`src/rtl/eros_obi2axil.sv`:
```
// eros_obi2axil: OBI slave to AXI4-Lite master bridge, one transaction outstanding.
// Request fields are captured on grant; the response is a single rvalid_o pulse.
module eros_obi2axil #(
  parameter int unsigned ADDR_WIDTH = 32,
  parameter int unsigned DATA_WIDTH = 32,
  parameter logic [2:0]  AXI_PROT   = 3'b000
) (
  input  logic                    clk_i,
  input  logic                    rst_ni,
  input  logic                    req_i,
  output logic                    gnt_o,
  input  logic [ADDR_WIDTH-1:0]   addr_i,
  input  logic                    we_i,
  input  logic [DATA_WIDTH/8-1:0] be_i,
  input  logic [DATA_WIDTH-1:0]   wdata_i,
  output logic                    rvalid_o,
  output logic [DATA_WIDTH-1:0]   rdata_o,
  output logic                    err_o,
  output logic [ADDR_WIDTH-1:0]   m_axi_awaddr,
  output logic [2:0]              m_axi_awprot,
  output logic                    m_axi_awvalid,
  input  logic                    m_axi_awready,
  output logic [DATA_WIDTH-1:0]   m_axi_wdata,
  output logic [DATA_WIDTH/8-1:0] m_axi_wstrb,
  output logic                    m_axi_wvalid,
  input  logic                    m_axi_wready,
  input  logic [1:0]              m_axi_bresp,
  input  logic                    m_axi_bvalid,
  output logic                    m_axi_bready,
  output logic [ADDR_WIDTH-1:0]   m_axi_araddr,
  output logic [2:0]              m_axi_arprot,
  output logic                    m_axi_arvalid,
  input  logic                    m_axi_arready,
  input  logic [DATA_WIDTH-1:0]   m_axi_rdata,
  input  logic [1:0]              m_axi_rresp,
  input  logic                    m_axi_rvalid,
  output logic                    m_axi_rready
);
  typedef enum logic [2:0] {IDLE, WR_REQ, WR_RESP, RD_REQ, RD_DATA, RESP} state_e;
  state_e                  state_q;
  logic [ADDR_WIDTH-1:0]   addr_q;
  logic                    we_q;
  logic [DATA_WIDTH/8-1:0] be_q;
  logic [DATA_WIDTH-1:0]   wdata_q, rdata_q;
  logic                    err_q, aw_done_q, w_done_q;
  logic                    aw_done_d, w_done_d;
  // A channel counts as done once its valid has seen ready; valid is low afterwards.
  assign aw_done_d     = aw_done_q | m_axi_awready;
  assign w_done_d      = w_done_q | m_axi_wready;
  assign gnt_o         = (state_q == IDLE) & req_i;
  assign m_axi_awvalid = (state_q == WR_REQ) & we_q & ~aw_done_q;
  assign m_axi_wvalid  = (state_q == WR_REQ) & we_q & ~w_done_q;
  assign m_axi_bready  = (state_q == WR_RESP);
  assign m_axi_arvalid = (state_q == RD_REQ) & ~we_q;
  assign m_axi_rready  = (state_q == RD_DATA);
  assign rvalid_o      = (state_q == RESP);
  assign rdata_o       = rdata_q;
  assign err_o         = err_q;
  assign m_axi_awaddr  = addr_q;
  assign m_axi_araddr  = addr_q;
  assign m_axi_wdata   = wdata_q;
  assign m_axi_wstrb   = be_q;
  assign m_axi_awprot  = AXI_PROT;
  assign m_axi_arprot  = AXI_PROT;
  always_ff @(posedge clk_i or negedge rst_ni) begin
    if (!rst_ni) begin
      state_q   <= IDLE;
      addr_q    <= '0;
      we_q      <= 1'b0;
      be_q      <= '0;
      wdata_q   <= '0;
      rdata_q   <= '0;
      err_q     <= 1'b0;
      aw_done_q <= 1'b0;
      w_done_q  <= 1'b0;
    end else begin
      case (state_q)
        IDLE: if (gnt_o) begin
          addr_q    <= addr_i;
          we_q      <= we_i;
          be_q      <= be_i;
          wdata_q   <= wdata_i;
          aw_done_q <= 1'b0;
          w_done_q  <= 1'b0;
          state_q   <= we_i ? WR_REQ : RD_REQ;
        end
        WR_REQ: begin
          aw_done_q <= aw_done_d;
          w_done_q  <= w_done_d;
          if (aw_done_d && w_done_d) state_q <= WR_RESP;
        end
        WR_RESP: if (m_axi_bvalid) begin
          err_q   <= (m_axi_bresp != 2'b00);
          rdata_q <= '0;
          state_q <= RESP;
        end
        RD_REQ: if (m_axi_arready) state_q <= RD_DATA;
        RD_DATA: if (m_axi_rvalid) begin
          err_q   <= (m_axi_rresp != 2'b00);
          rdata_q <= m_axi_rdata;
          state_q <= RESP;
        end
        default: state_q <= IDLE;
      endcase
    end
  end
endmodule

```
`config.mk`:
```
export PLATFORM = sky130hd
export DESIGN_NAME = eros_obi2axil
export DESIGN_NICKNAME = d
export VERILOG_FILES = /design/src/rtl/eros_obi2axil.sv
export SDC_FILE = /design/constraint.sdc
export NUM_CORES = 1
export LEC_CHECK = 0
export CAP_MARGIN = 20
export CORE_MARGIN = 8
export CORE_UTILIZATION = 39
export CTS_BUF_LIST = sky130_fd_sc_hd__clkbuf_2
export DETAILED_ROUTE_END_ITERATION = 7
export PLACE_DENSITY = 0.79
export SETUP_SLACK_MARGIN = 0.3
export SLEW_MARGIN = 20
export SYNTH_ARGS = -nofsm -noshare
export SYNTH_HDL_FRONTEND = slang
export SYNTH_SLANG_ARGS = --single-unit
```
`constraint.sdc`:
```
create_clock -name clk_i -period 1.8 [get_ports clk_i]
set_input_delay 0.27 -clock clk_i [delete_from_list [all_inputs] [get_ports clk_i]]
set_output_delay 0.27 -clock clk_i [all_outputs]
set_load 0.02 [all_outputs]
```
After elaboration in Yosys (flattened, before gate mapping)

Index checks and enable logic that the tools add are counted.
W data, S select, Z words.

Output and inout bits: 146
Logic and storage cells: 55
Flip-flop bits (word level): 107

Eq/ne operators: 10
Reduce and logical (&&, ||, !) cells: 10
Bitwise logic cells: 10
Mux-type cells: 16

Operators with widths:

| operator             | count |
|---|---|
| $mux W32             | 2 |
| $pmux W32 S2         | 1 |
| $mux W3              | 5 |
| $pmux W3 S5          | 1 |
| $ne A2 B2 Y1 const B | 4 |
| $reduce_bool A2 Y1   | 4 |
| $eq A3 B2 Y1 const B | 2 |
| $eq A3 B3 Y1 const B | 2 |
| $pmux W1 S2          | 3 |
| $and A1 B1 Y1        | 5 |
| $reduce_and A5 Y1    | 1 |
| $reduce_and A2 Y1    | 2 |
| $eq A3 B1 Y1 const B | 1 |
| $logic_not A3 Y1     | 1 |
| $mux W1              | 3 |
| $not A1 Y1           | 3 |
| $reduce_and A3 Y1    | 1 |
| $mux W2              | 1 |
| $ne A2 B1 Y1 const B | 1 |
| $or A1 B1 Y1         | 2 |
| $logic_and A1 B1 Y1  | 1 |

Depth between registers and ports, before layout

Depth in word-level cells: 4
Gate-level depth with buffers: 5

Least setup slack after synthesis

No wires, ideal clock.

Path type: register to register
Start point: register state_q[1]
End point: register err_q (netlist: err_o)
Path slack: -4 ps
Arrival: 1679 ps
Required time: 1675 ps
Setup time: 125 ps
Cell stages (with the launch flop): 5
Cell sequence: dfrtp_1 -> buf_2 -> nor3b_1 -> mux2i_1 -> mux2_2

Word-level cells in the longest chain between the ends: 3

Ends and longest elaborated chain:

| what                                                                | line | source |
|---|---|---|
| start: declaration                                                  | 40   | `state_e state_q;` |
| start signal: assignment                                            | 85   | `state_q <= we_i ? WR_REQ : RD_REQ;` |
| $eq A3 B3 Y1 *                                                      | -    |  |
| named net m_axi_rready                                              | 37   | `output logic m_axi_rready` |
| $ne A2 B2 Y1 (no line) / $reduce_bool A2 Y1 (equally long branches) | -    |  |
| $reduce_and A3 Y1 (no line)                                         | -    |  |
| end signal: assignment                                              | 93   | `err_q <= (m_axi_bresp != 2'b00);` |
| end signal: assignment                                              | 99   | `err_q <= (m_axi_rresp != 2'b00);` |
| end: declaration                                                    | 45   | `logic err_q, aw_done_q, w_done_q;` |

Mark *: on every way through the listed nets, which the timed path passes. The rest lies on a longest branch.
A chain may end at the register's enable or synchronous reset.

Worst setup path in the final report

Start point: register state_q[1]
End point: output m_axi_wvalid

Word-level cells in the longest chain between the ends: 3

Ends and longest elaborated chain:

| what                       | line | source |
|---|---|---|
| $eq A3 B1 Y1               | 52   | `assign m_axi_wvalid = (state_q == WR_REQ) & we_q & ~w_done_q;` |
| $and A1 B1 Y1 (2 in a row) | 52   |  |
| end: declaration           | 25   | `output logic m_axi_wvalid,` |

Every way passes these cells.

==> results.md <==
- Synth top area cells: dfrtp_1 (61%), mux2_2 (14%), buf_4 (6.5%)
- Outcome: finished, violations left
- Vias in the first global route: 4215
- DRC violations left: 0
- Initial antenna violation count: 0
- Most frequent cell after synthesis: dfrtp_1
- CTS Buf Count: 9
- I/O Buffers: 252
- CTS root buf: clkbuf_2
- Placed cell area: 7080 sq um
- Post-synth top cells: dfrtp_1 (107), mux2_2 (56), buf_4 (38)
- Library cells used by synthesis: 27
- Ys async rst share: 100%
- Design area: 8850 sq um
- Slew @ Worst Pin: 0.594 ns
- Worst min path class: in -> reg
- Max Cap Viol: 0
- CTS H-Tree Depth: 3
- Layout cells sized above 1: 57.2%
- Mean area per synthesized cell: 14.6 sq um
- Die Width: 122 um
- Min Tclk post-route: 2.01 ns
- Post-Synthesis Cells: 302
- Starting Density: 39.2%
- Number of vias per cell: 4.82
- CTS tree: done
- Core area: 11200 sq um
- Syn. warnings: 0
- Part of the Yosys area used for sequential elements: 60.8%
- Crit Path Category: reg -> out
- Row cnt: 39
- All-layer global routing usage: 21.2%
- IO Count: 259
- Via count: 3856
- Largest net degree at the start of global routing: 108
- Die height: 122 um
- P_leak: 4.25 nW
- Design Power: 17.0 mW
- Post-synth top area share: 60.8%
- Routed wire per std cell: 21.4 um
- Detailed Routing Iterations Pass 1: 6
- Gpl congestion: 0.773
- Setup Viol. Count Final: 85
- CP Launch Type: flip-flop
- Fmax: 497 MHz
- Rel. slew slack: 60.4%
- Hold WS: 0.254 ns
- CTS sink count: 107
- Initial DRC Count: 176
- Largest area contributor in the netlist: dfrtp_1
- Die footprint: 14900 sq um
- Number of flops mapped to enable cells by yosys: 0
- Clock Latency Late Sink: 0.57 ns
- RSZ-0062 raised after global routing: true
- Ant. Diodes: 0
- P&R area growth vs syn: 101%
- Final hold vios: 0
- Skew final: 0.0158 ns
- Final period util: 112%
- Slowest CP cell: dfrtp_1
- Crit-path max cell delay: 0.49 ns
- WP data required: 1.53 ns
- Critical Path, Cell by Cell: nand2b_4 -> nand3b_1 -> nor2_1 -> buf_4
- Reg clk slew, reported paths: 0.29 ns
- Failing checks: setup timing
- Number of max-slew violations in the final report: 0
- Non-filler cells, final: 800
- Maximum vdd drop: 1370 uV
- HPWL after DPL: 10.5 mm
- Pwr/cell area: 1920 nW/um^2
- Final WS setup: -0.212 ns
- Drt total wl: 17.2 mm
- Seq cells post-synth: 107
- CP Max Fanout: 4
- Global-route wire length before repair: 24.4 mm
- Dominant synthesized flop cell: dfrtp_1
- Placed Cells: 665
- Routed Antenna Nets: 0
- Cell Area, Synth: 4400 sq um
- GRT overflow: 0
- Layout Nets: 765
- Crit. End Element: output pin
- Fin Setup TNS: -3.24 ns
- Clk buf depth: 2
- Critical path arrival: 1.74 ns
[metrics by stage]
step           setup WS [ns]  utilization (%)
2_1_floorplan          0.122                -
4_1_cts               -0.192             73.6
3_5_place_dp          -0.129             63.1
5_1_grt               -0.308             78.9
6_report              -0.212             78.9
3_3_place_gp          -0.109             63.1
[sequential cells by signal, indices dropped and copies added (netlist names)]
name	flops
m_axi_wstrb	4
err_o	1
aw_done_q	1
w_done_q	1
we_q	1
m_axi_wdata	32
m_axi_araddr	32
state_q	3
rdata_o	32
[placed cells by master, fill, tap and decap left out, types with 2 or more instances in the layout]
cell type        count
buf_6              167
clkdlybuf4s50_1    111
dfrtp_1            106
buf_4               76
mux2_4              70
a22o_1              32
buf_16              12
clkbuf_2            11
buf_12              10
nor2_1               7
conb_1               6
buf_2                6
nand2_1              3
nand3b_1             3
mux2i_1              3
buf_8                3
inv_2                2
a21oi_1              2
a21oi_2              2
clkinvlp_4           2
clkbuf_16            2
[final cells by class]
cell class | count | area [sq um]
Multi-Input combinational cell | 144 | 1650
Fill cell | 631 | 2370
Clock inverter | 5 | 53.8
Tap cell | 143 | 179
Sequential cell | 107 | 2680
Timing Repair Buffer | 388 | 4230
Clock buffer | 11 | 55.1
Inverter | 2 | 7.51
[logic make-up (layout without fill, tap and decap cells)]
| group | Yosys count | after routing | share of synthesized area [%] |
|---|---|---|---|
| multiplexers | 73 | 73 | 18.6 |
| AND/OR/NAND/NOR | 21 | 21 | 2.87 |
| AO/OA/AOI/OAI | 44 | 44 | 8.13 |
| flip-flops | 107 | 107 | 60.8 |
| buffers and inverters | 56 | 406 | 9.52 |
| other | 1 | 6 | 0.0852 |
[worst paths after layout]
| kind | start | to | slack [ns] | cells past startpoint |
|---|---|---|---|---|
| min | m_axi_rdata[5] | rdata_o[5] | 0.25 | 2 |
| max reg2reg | state_q[2] | m_axi_araddr[17] | -0.07 | 7 |
| min reg2reg | rdata_o[28] | rdata_o[28] | 0.57 | 1 |
| max in group asynchronous | rst_ni | m_axi_wdata[29] | 1.07 | 3 |
| max | state_q[1] | m_axi_wvalid | -0.21 | 4 |
| min in group asynchronous | rst_ni | m_axi_araddr[7] | 0.26 | 3 |
[power breakdown]
part	total, mW	internal (mW)	switching [mW]
Sequential	4.44	3.47	0.965
Clock	1.12	0.323	0.801
Combinational	11.5	6.93	4.55
Total	17.0	10.7	6.32
[metal layers]
metal	up-vias	GRT usage [%]	routed length (um)
met5	-	0	0
met4	0	6.85	331
met3	23	5.47	1360
met2	170	38.5	9060
met1	1936	23.9	6400
li1	1727	-	-
[worst max-delay path: cells and delay by family (launching register included)]
family / cells / cell delay, ns
simple gates: 3 / 0.52
buf+inv: 1 / 0.16
flops: 1 / 0.49
[what timing repair did]
| item | 4_1_cts | 5_1_grt |
|---|---|---|
| buffers inserted | 72 | 34 |
| pin swaps | 17 | 27 |
| hold buffers | 1 | 0 |
| endpoints found under the setup margin | 243 | 243 |
| gates resized for setup | 839 | 87 |
| hold endpoints to repair | 107 | 0 |
| gates cloned | 10 | 2 |
Power figures use the tool's default switching activity.
